===== src/rtl/i_type_exec_pipe.sv =====
// i_type_exec_pipe: two-stage (EX, WB) execution unit for the MIPS I-type ALU
// group (addi, addiu, slti, sltiu, andi, ori, xori, lui), with an internal
// 32-entry register file and a combinational debug read port.
// Optional feature macro: FORWARD_EN. When defined, RAW hazards are resolved
// by bypassing EX/WB results into the operand mux. When undefined, they are
// resolved by holding instr_ready low until the producer has reached the
// register file.
//
// Handshake: an instruction transfers on a rising clk edge where
// instr_valid && instr_ready. instr_ready never depends on instr_valid. It is
// low while rst is low and, in the stalling build, while the presented rs
// depends on a writing EX or WB entry. There is no downstream backpressure:
// the WB register is reloaded on every edge.
module i_type_exec_pipe #(
    parameter int N    = 32,
    parameter int NREG = 32
) (
    input  logic         clk,
    input  logic         rst,
    input  logic         instr_valid,
    output logic         instr_ready,
    input  logic [31:0]  instruction,
    output logic         wb_valid,
    output logic [4:0]   wb_reg,
    output logic [N-1:0] wb_data,
    output logic         wb_ovf,
    output logic         wb_ill,
    input  logic [4:0]   dbg_addr,
    output logic [N-1:0] dbg_data
);

    localparam logic [5:0] OP_ADDI  = 6'b001000;
    localparam logic [5:0] OP_ADDIU = 6'b001001;
    localparam logic [5:0] OP_SLTI  = 6'b001010;
    localparam logic [5:0] OP_SLTIU = 6'b001011;
    localparam logic [5:0] OP_ANDI  = 6'b001100;
    localparam logic [5:0] OP_ORI   = 6'b001101;
    localparam logic [5:0] OP_XORI  = 6'b001110;
    localparam logic [5:0] OP_LUI   = 6'b001111;

    // Register file; entry 0 is never written, so it stays at its reset value.
    logic [N-1:0] regs_q [NREG];

    // EX stage register.
    logic         ex_valid_q, ex_valid_d;
    logic [5:0]   ex_op_q,    ex_op_d;
    logic [4:0]   ex_rt_q,    ex_rt_d;
    logic [N-1:0] ex_rs_val_q, ex_rs_val_d;
    logic [N-1:0] ex_imm_q,   ex_imm_d;

    // WB stage register.
    logic         wb_valid_q, wb_valid_d;
    logic [4:0]   wb_reg_q,   wb_reg_d;
    logic [N-1:0] wb_data_q,  wb_data_d;
    logic         wb_ovf_q,   wb_ovf_d;
    logic         wb_ill_q,   wb_ill_d;

    // Incoming instruction fields.
    logic [5:0]   in_op;
    logic [4:0]   in_rs;
    logic [4:0]   in_rt;
    logic [15:0]  in_imm;
    logic         in_zext;
    logic [N-1:0] in_imm_ext;
    logic [N-1:0] rf_rs_val;
    logic [N-1:0] rs_operand;
    logic         accept;

    // EX-stage ALU outputs and hazard terms.
    logic [N-1:0] ex_sum;
    logic [N-1:0] ex_result;
    logic         ex_ovf;
    logic         ex_ill;
    logic         ex_writes;
    logic         wb_writes;
    logic         haz_ex;
    logic         haz_wb;
    logic         stall;

    assign in_op   = instruction[31:26];
    assign in_rs   = instruction[25:21];
    assign in_rt   = instruction[20:16];
    assign in_imm  = instruction[15:0];

    // Only the logical ops zero-extend; everything else (including illegal
    // opcodes, whose immediate is never used) sign-extends.
    assign in_zext    = (in_op == OP_ANDI) || (in_op == OP_ORI) || (in_op == OP_XORI);
    assign in_imm_ext = in_zext ? {{(N-16){1'b0}}, in_imm} : {{(N-16){in_imm[15]}}, in_imm};

    assign rf_rs_val  = (in_rs == 5'd0) ? '0 : regs_q[in_rs];
    assign accept     = instr_valid && instr_ready;

    assign ex_sum = ex_rs_val_q + ex_imm_q;

    // EX-stage ALU: opcode decode, result, overflow and illegal flags.
    always_comb begin
        ex_result = '0;
        ex_ovf    = 1'b0;
        ex_ill    = 1'b0;
        case (ex_op_q)
            OP_ADDI: begin
                ex_result = ex_sum;
                ex_ovf    = (ex_rs_val_q[N-1] == ex_imm_q[N-1]) && (ex_sum[N-1] != ex_rs_val_q[N-1]);
            end
            OP_ADDIU: ex_result = ex_sum;
            OP_SLTI:  ex_result = {{(N-1){1'b0}}, ($signed(ex_rs_val_q) < $signed(ex_imm_q))};
            OP_SLTIU: ex_result = {{(N-1){1'b0}}, (ex_rs_val_q < ex_imm_q)};
            OP_ANDI:  ex_result = ex_rs_val_q & ex_imm_q;
            OP_ORI:   ex_result = ex_rs_val_q | ex_imm_q;
            OP_XORI:  ex_result = ex_rs_val_q ^ ex_imm_q;
            // The immediate is already sign-extended, so the shift also
            // sign-extends from bit 31 when N is 64.
            OP_LUI:   ex_result = ex_imm_q << 16;
            default:  ex_ill    = 1'b1;
        endcase
    end

    // An entry counts as a producer only if it will really update the file.
    assign ex_writes = ex_valid_q && !ex_ovf && !ex_ill && (ex_rt_q != 5'd0);
    assign wb_writes = wb_valid_q && !wb_ovf_q && !wb_ill_q && (wb_reg_q != 5'd0);
    assign haz_ex    = ex_writes && (in_rs != 5'd0) && (in_rs == ex_rt_q);
    assign haz_wb    = wb_writes && (in_rs != 5'd0) && (in_rs == wb_reg_q);

`ifdef FORWARD_EN
    // Operand mux: youngest writing producer wins, register file last.
    always_comb begin
        rs_operand = rf_rs_val;
        stall      = 1'b0;
        if (haz_ex) begin
            rs_operand = ex_result;
        end else if (haz_wb) begin
            rs_operand = wb_data_q;
        end
    end
`else
    // Operand comes straight from the file; dependents wait for the write.
    always_comb begin
        rs_operand = rf_rs_val;
        stall      = haz_ex || haz_wb;
    end
`endif

    assign instr_ready = rst && !stall;

    // EX next state: capture on accept, otherwise insert a bubble.
    always_comb begin
        ex_valid_d  = accept;
        ex_op_d     = ex_op_q;
        ex_rt_d     = ex_rt_q;
        ex_rs_val_d = ex_rs_val_q;
        ex_imm_d    = ex_imm_q;
        if (accept) begin
            ex_op_d     = in_op;
            ex_rt_d     = in_rt;
            ex_rs_val_d = rs_operand;
            ex_imm_d    = in_imm_ext;
        end
    end

    // WB next state: always reloaded from EX; flags only meaningful when valid.
    always_comb begin
        wb_valid_d = ex_valid_q;
        wb_reg_d   = ex_rt_q;
        wb_data_d  = ex_result;
        wb_ovf_d   = ex_valid_q && ex_ovf;
        wb_ill_d   = ex_valid_q && ex_ill;
    end

    // Pipeline registers.
    always_ff @(posedge clk or negedge rst) begin
        if (!rst) begin
            ex_valid_q  <= 1'b0;
            ex_op_q     <= '0;
            ex_rt_q     <= '0;
            ex_rs_val_q <= '0;
            ex_imm_q    <= '0;
            wb_valid_q  <= 1'b0;
            wb_reg_q    <= '0;
            wb_data_q   <= '0;
            wb_ovf_q    <= 1'b0;
            wb_ill_q    <= 1'b0;
        end else begin
            ex_valid_q  <= ex_valid_d;
            ex_op_q     <= ex_op_d;
            ex_rt_q     <= ex_rt_d;
            ex_rs_val_q <= ex_rs_val_d;
            ex_imm_q    <= ex_imm_d;
            wb_valid_q  <= wb_valid_d;
            wb_reg_q    <= wb_reg_d;
            wb_data_q   <= wb_data_d;
            wb_ovf_q    <= wb_ovf_d;
            wb_ill_q    <= wb_ill_d;
        end
    end

    // Register file write from the WB register, one edge after WB load.
    always_ff @(posedge clk or negedge rst) begin
        if (!rst) begin
            for (int i = 0; i < NREG; i++) begin
                regs_q[i] <= '0;
            end
        end else if (wb_writes) begin
            regs_q[wb_reg_q] <= wb_data_q;
        end
    end

    assign wb_valid = wb_valid_q;
    assign wb_reg   = wb_reg_q;
    assign wb_data  = wb_data_q;
    assign wb_ovf   = wb_ovf_q;
    assign wb_ill   = wb_ill_q;

    // No write-through: a read in the cycle of a write sees the old value.
    assign dbg_data = (dbg_addr == 5'd0) ? '0 : regs_q[dbg_addr];

endmodule


===== config.mk =====
export PLATFORM = sky130hd
export DESIGN_NAME = i_type_exec_pipe
export DESIGN_NICKNAME = d
export VERILOG_FILES = /design/src/rtl/i_type_exec_pipe.sv
export SDC_FILE = /design/constraint.sdc
export NUM_CORES = 2
export LEC_CHECK = 0
export CAP_MARGIN = 40
export CORE_MARGIN = 5
export CORE_UTILIZATION = 40
export DETAILED_ROUTE_END_ITERATION = 16
export PLACE_DENSITY_LB_ADDON = 0.2
export SYNTH_ARGS = -nofsm -noshare
export SYNTH_HDL_FRONTEND = slang
export SYNTH_SLANG_ARGS = --single-unit

===== constraint.sdc =====
create_clock -name clk -period 4.6 [get_ports clk]
set_clock_uncertainty 0.15 [all_clocks]
set_input_delay 0.46 -clock clk [delete_from_list [all_inputs] [get_ports clk]]
set_output_delay 0.46 -clock clk [all_outputs]
set_load 0.02 [all_outputs]

==> results.py <==
metrics = {
    "run_status": {
        "status": "finished clean",
    },
    "sta": {
        "fin_crit_sh": 0.963,
        "fin_setup_tns_ps": 0,
        "rsz0062_at_grt": "false",
        "setup_viol": 0,
        "fin_crit_ps": 4430,
        "drv_slew": 0,
        "max_slew_margin": 0.352,
        "hold_violations": 0,
        "fmax_ghz": 0.226,
        "tightest_slew_ps": 972,
    },
    "cells_and_area": {
        "regMostFlops": "regs_q",
        "layout-drive-gt1-share": 0.505,
        "layout_commonest_cell": "dfrtp_1",
        "largest_reg_flops": 1024,
        "n_antenna_cell": 0,
        "nets": 4144,
        "final_cell_mix": "1124 x dfrtp_1, 992 x mux2_2, 640 x mux4_2, 137 x clkbuf_16, 109 x buf_4",
        "fin_cells": 6133,
        "fillers": 13400,
        "post-route-util": 0.461,
        "area_delta_synth_final_pct": 14.7,
    },
    "critical_path": {
        "critPathCapture": "instr_ready",
        "crit_fanout": 11,
        "crit_start": "ex_imm_q[30]",
        "r2r_end": "ex_rs_val_q[19]",
        "worst_r2r_path_depth": 14,
        "crit_chain": "inv_1, buf_4, ha_1, nand3_1, nor2_1, and3_1, o41ai_2, o2111ai_1, nand3_1, dlygate4sd2_1",
        "worst-r2r-setup-slack_ps": 770,
        "cp-end-kind": "primary output",
        "cp.required_ps": 3990,
        "path_class": "reg -> out",
        "critPathSlowestCell": "o41ai_2",
        "rr_startpoint": "ex_imm_q[30]",
        "critPathLaunchType": "flop",
        "slowest_delay_ps": 470,
        "crit_arrival_ps": 3820,
        "crit_top_cell": "nand3_1",
    },
    "clocking": {
        "cts_tree": "done",
        "clk_pin_slew_worst_paths_ps": 60,
        "ctsRootBufferMaster": "clkbuf_16",
        "cts_max_level": 4,
        "clock_latency_ps": 770,
        "cts_buffers": 130,
        "cts.sinks": 1125,
        "clockBufferDepth": 3,
    },
    "synthesis": {
        "synth_cells": 4018,
        "seq_area_frac_synth": 0.462,
        "ys.flop_type": "dfrtp_1",
        "synth_nets": 4155,
        "synth_area_sq_um": 61000,
        "synthArstFlopShare": 1.00,
        "synth_enable_flop_cells": 0,
        "synth_cell_types": 72,
        "ys_ff_latch": 1125,
        "ys_warn_count": 0,
        "syn_area_per_cell_sq_um": 15.2,
    },
    "floorplanning": {
        "fp.dieArea_sq_um": 160000,
        "num_rows": 143,
        "fp.dieW_microns": 400,
        "initial_core_util": 0.402,
        "die_h_microns": 400,
        "fp.coreArea_sq_um": 152000,
        "io_pins": 113,
    },
    "routing": {
        "postRouteAntennaNets": 0,
        "vias": 38000,
        "drt_first_pass_iters": 7,
        "wl_mm": 194,
        "drt_iter0_drc": 3867,
        "avgRoutedWirePerCell_microns": 31.7,
        "drcViolationCount": 0,
        "viasPerCell": 6.19,
    },
    "global_route": {
        "antenna_found_initial": 5,
        "grt_first_pass_wirelength_mm": 285,
        "grt_pass1_vias": 38700,
        "grt_max_degree": 169,
        "grt.total_usage": 0.241,
        "grt_overflow_total": 0,
    },
    "power_and_ir_drop": {
        "p_leak_nw": 31.7,
        "power.density_nw_per_um2": 372,
        "vdd_drop_max_mv": 0.463,
    },
    "place": {
        "hpwl_mm": 115,
        "placedCellCount": 5902,
        "portBuffers": 112,
        "place_congestion": 0.917,
    },
    "min_path": {
        "hp-class": "in -> reg",
    },
    "job": {
        "drv_cap": 0,
    },
}
## Yosys cell counts (all sizes together), types with 10 or more instances
library cell / count / area share
clkbuf: 302 / 0.019
nand2: 90 / 0.0055
dfrtp: 1125 / 0.46
inv: 74 / 0.0046
nor2: 92 / 0.0057
o211ai: 14 / 0.0017
a22oi: 10 / 0.0012
mux2i: 71 / 0.012
buf: 127 / 0.0083
xnor2: 14 / 0.0020
a21oi: 55 / 0.0045
mux4: 640 / 0.24
nor3: 20 / 0.0016
nand2b: 12 / 0.0012
ha: 96 / 0.020
a21o: 13 / 0.0016
o22ai: 47 / 0.0048
mux2: 1000 / 0.18
nand3: 18 / 0.0015
o21ai: 73 / 0.0061
## where the power goes
group          switching, mW  internal [mW]
Combinational           2.12           1.97
Clock                   4.31           6.37
Sequential             0.599           10.7
Total                   7.03           19.0
## routing by layer
| metal | vias up | GRT usage | part of all wire |
|---|---|---|---|
| met2 | 1311 | 0.354 | 0.44 |
| met5 | - | 0 | 0 |
| met4 | 0 | 0.0705 | 0.030 |
| li1 | 15500 | - | - |
| met1 | 20900 | 0.362 | 0.46 |
| met3 | 276 | 0.0527 | 0.069 |
## timing repair
| action | CTS | global route |
|---|---|---|
| buffers inserted | 0 | 1 |
| setup endpoints to repair | 1 | 1 |
| resized for setup | 2 | 2 |
| hold buffers | 2 | 0 |
| hold endpoints to repair | 145 | 0 |
| pin swaps | 0 | 1 |
## area by class of cell
| cell class | instances | area (sq um) | share of cell area |
|---|---|---|---|
| multi-input cells | 2390 | 31200 | 0.446 |
| flip-flops and latches | 1125 | 28200 | 0.403 |
| clock buffers | 186 | 3890 | 0.0557 |
| repair buffers | 286 | 3440 | 0.0492 |
| well taps | 2030 | 2540 | 0.0363 |
| clock inverters | 42 | 462 | 0.00660 |
| inverters | 74 | 283 | 0.00404 |
## stage by stage
| step | instance area [sq um] | setup slack (ps) | hold slack, ps | power, mW |
|---|---|---|---|---|
| 3_5_place_dp | 65500 | 649 | 215 | 15.5 |
| 3_3_place_gp | 64800 | 652 | 212 | 15.3 |
| 5_1_grt | 69900 | 9.25 | 152 | 27.0 |
| 6_report | 69900 | 169 | 168 | 26.0 |
| 4_1_cts | 69900 | 162 | 115 | 26.2 |
| 2_1_floorplan | 61000 | 847 | 14.4 | 13.8 |
## worst max-delay path: cells and delay by family, from the launching register on
family                     cells  cell delay, ps
adders and majority gates      1             370
and+or+nand+nor                4             780
buffers and inverters          3             800
DFF                            1             370
AOI/OAI and AO/OA              2             730
## cell families after synthesis
family | Yosys count | share of synthesized area
adders and majority gates | 97 | 0.0200
DFF | 1125 | 0.462
and+or+nand+nor | 287 | 0.0220
muxes | 1711 | 0.433
buffers and inverters | 503 | 0.0314
AOI/OAI and AO/OA | 279 | 0.0297
xor gates and xnor gates | 16 | 0.00230
## worst min path at each step
stage / cells past startpoint / endpoint / slack, ps / from
final: 2 / ex_rt_q[0] / 170 / instruction[16]
after global routing: 3 / ex_imm_q[13] / 150 / instruction[13]
after CTS: 3 / ex_imm_q[13] / 120 / instruction[13]
after detailed placement: 1 / regs_q[582] / 210 / rst
after global placement: 1 / regs_q[550] / 210 / rst
after floorplan: 0 / ex_imm_q[0] / 10 / rst
Power figures use the tool's default switching activity.
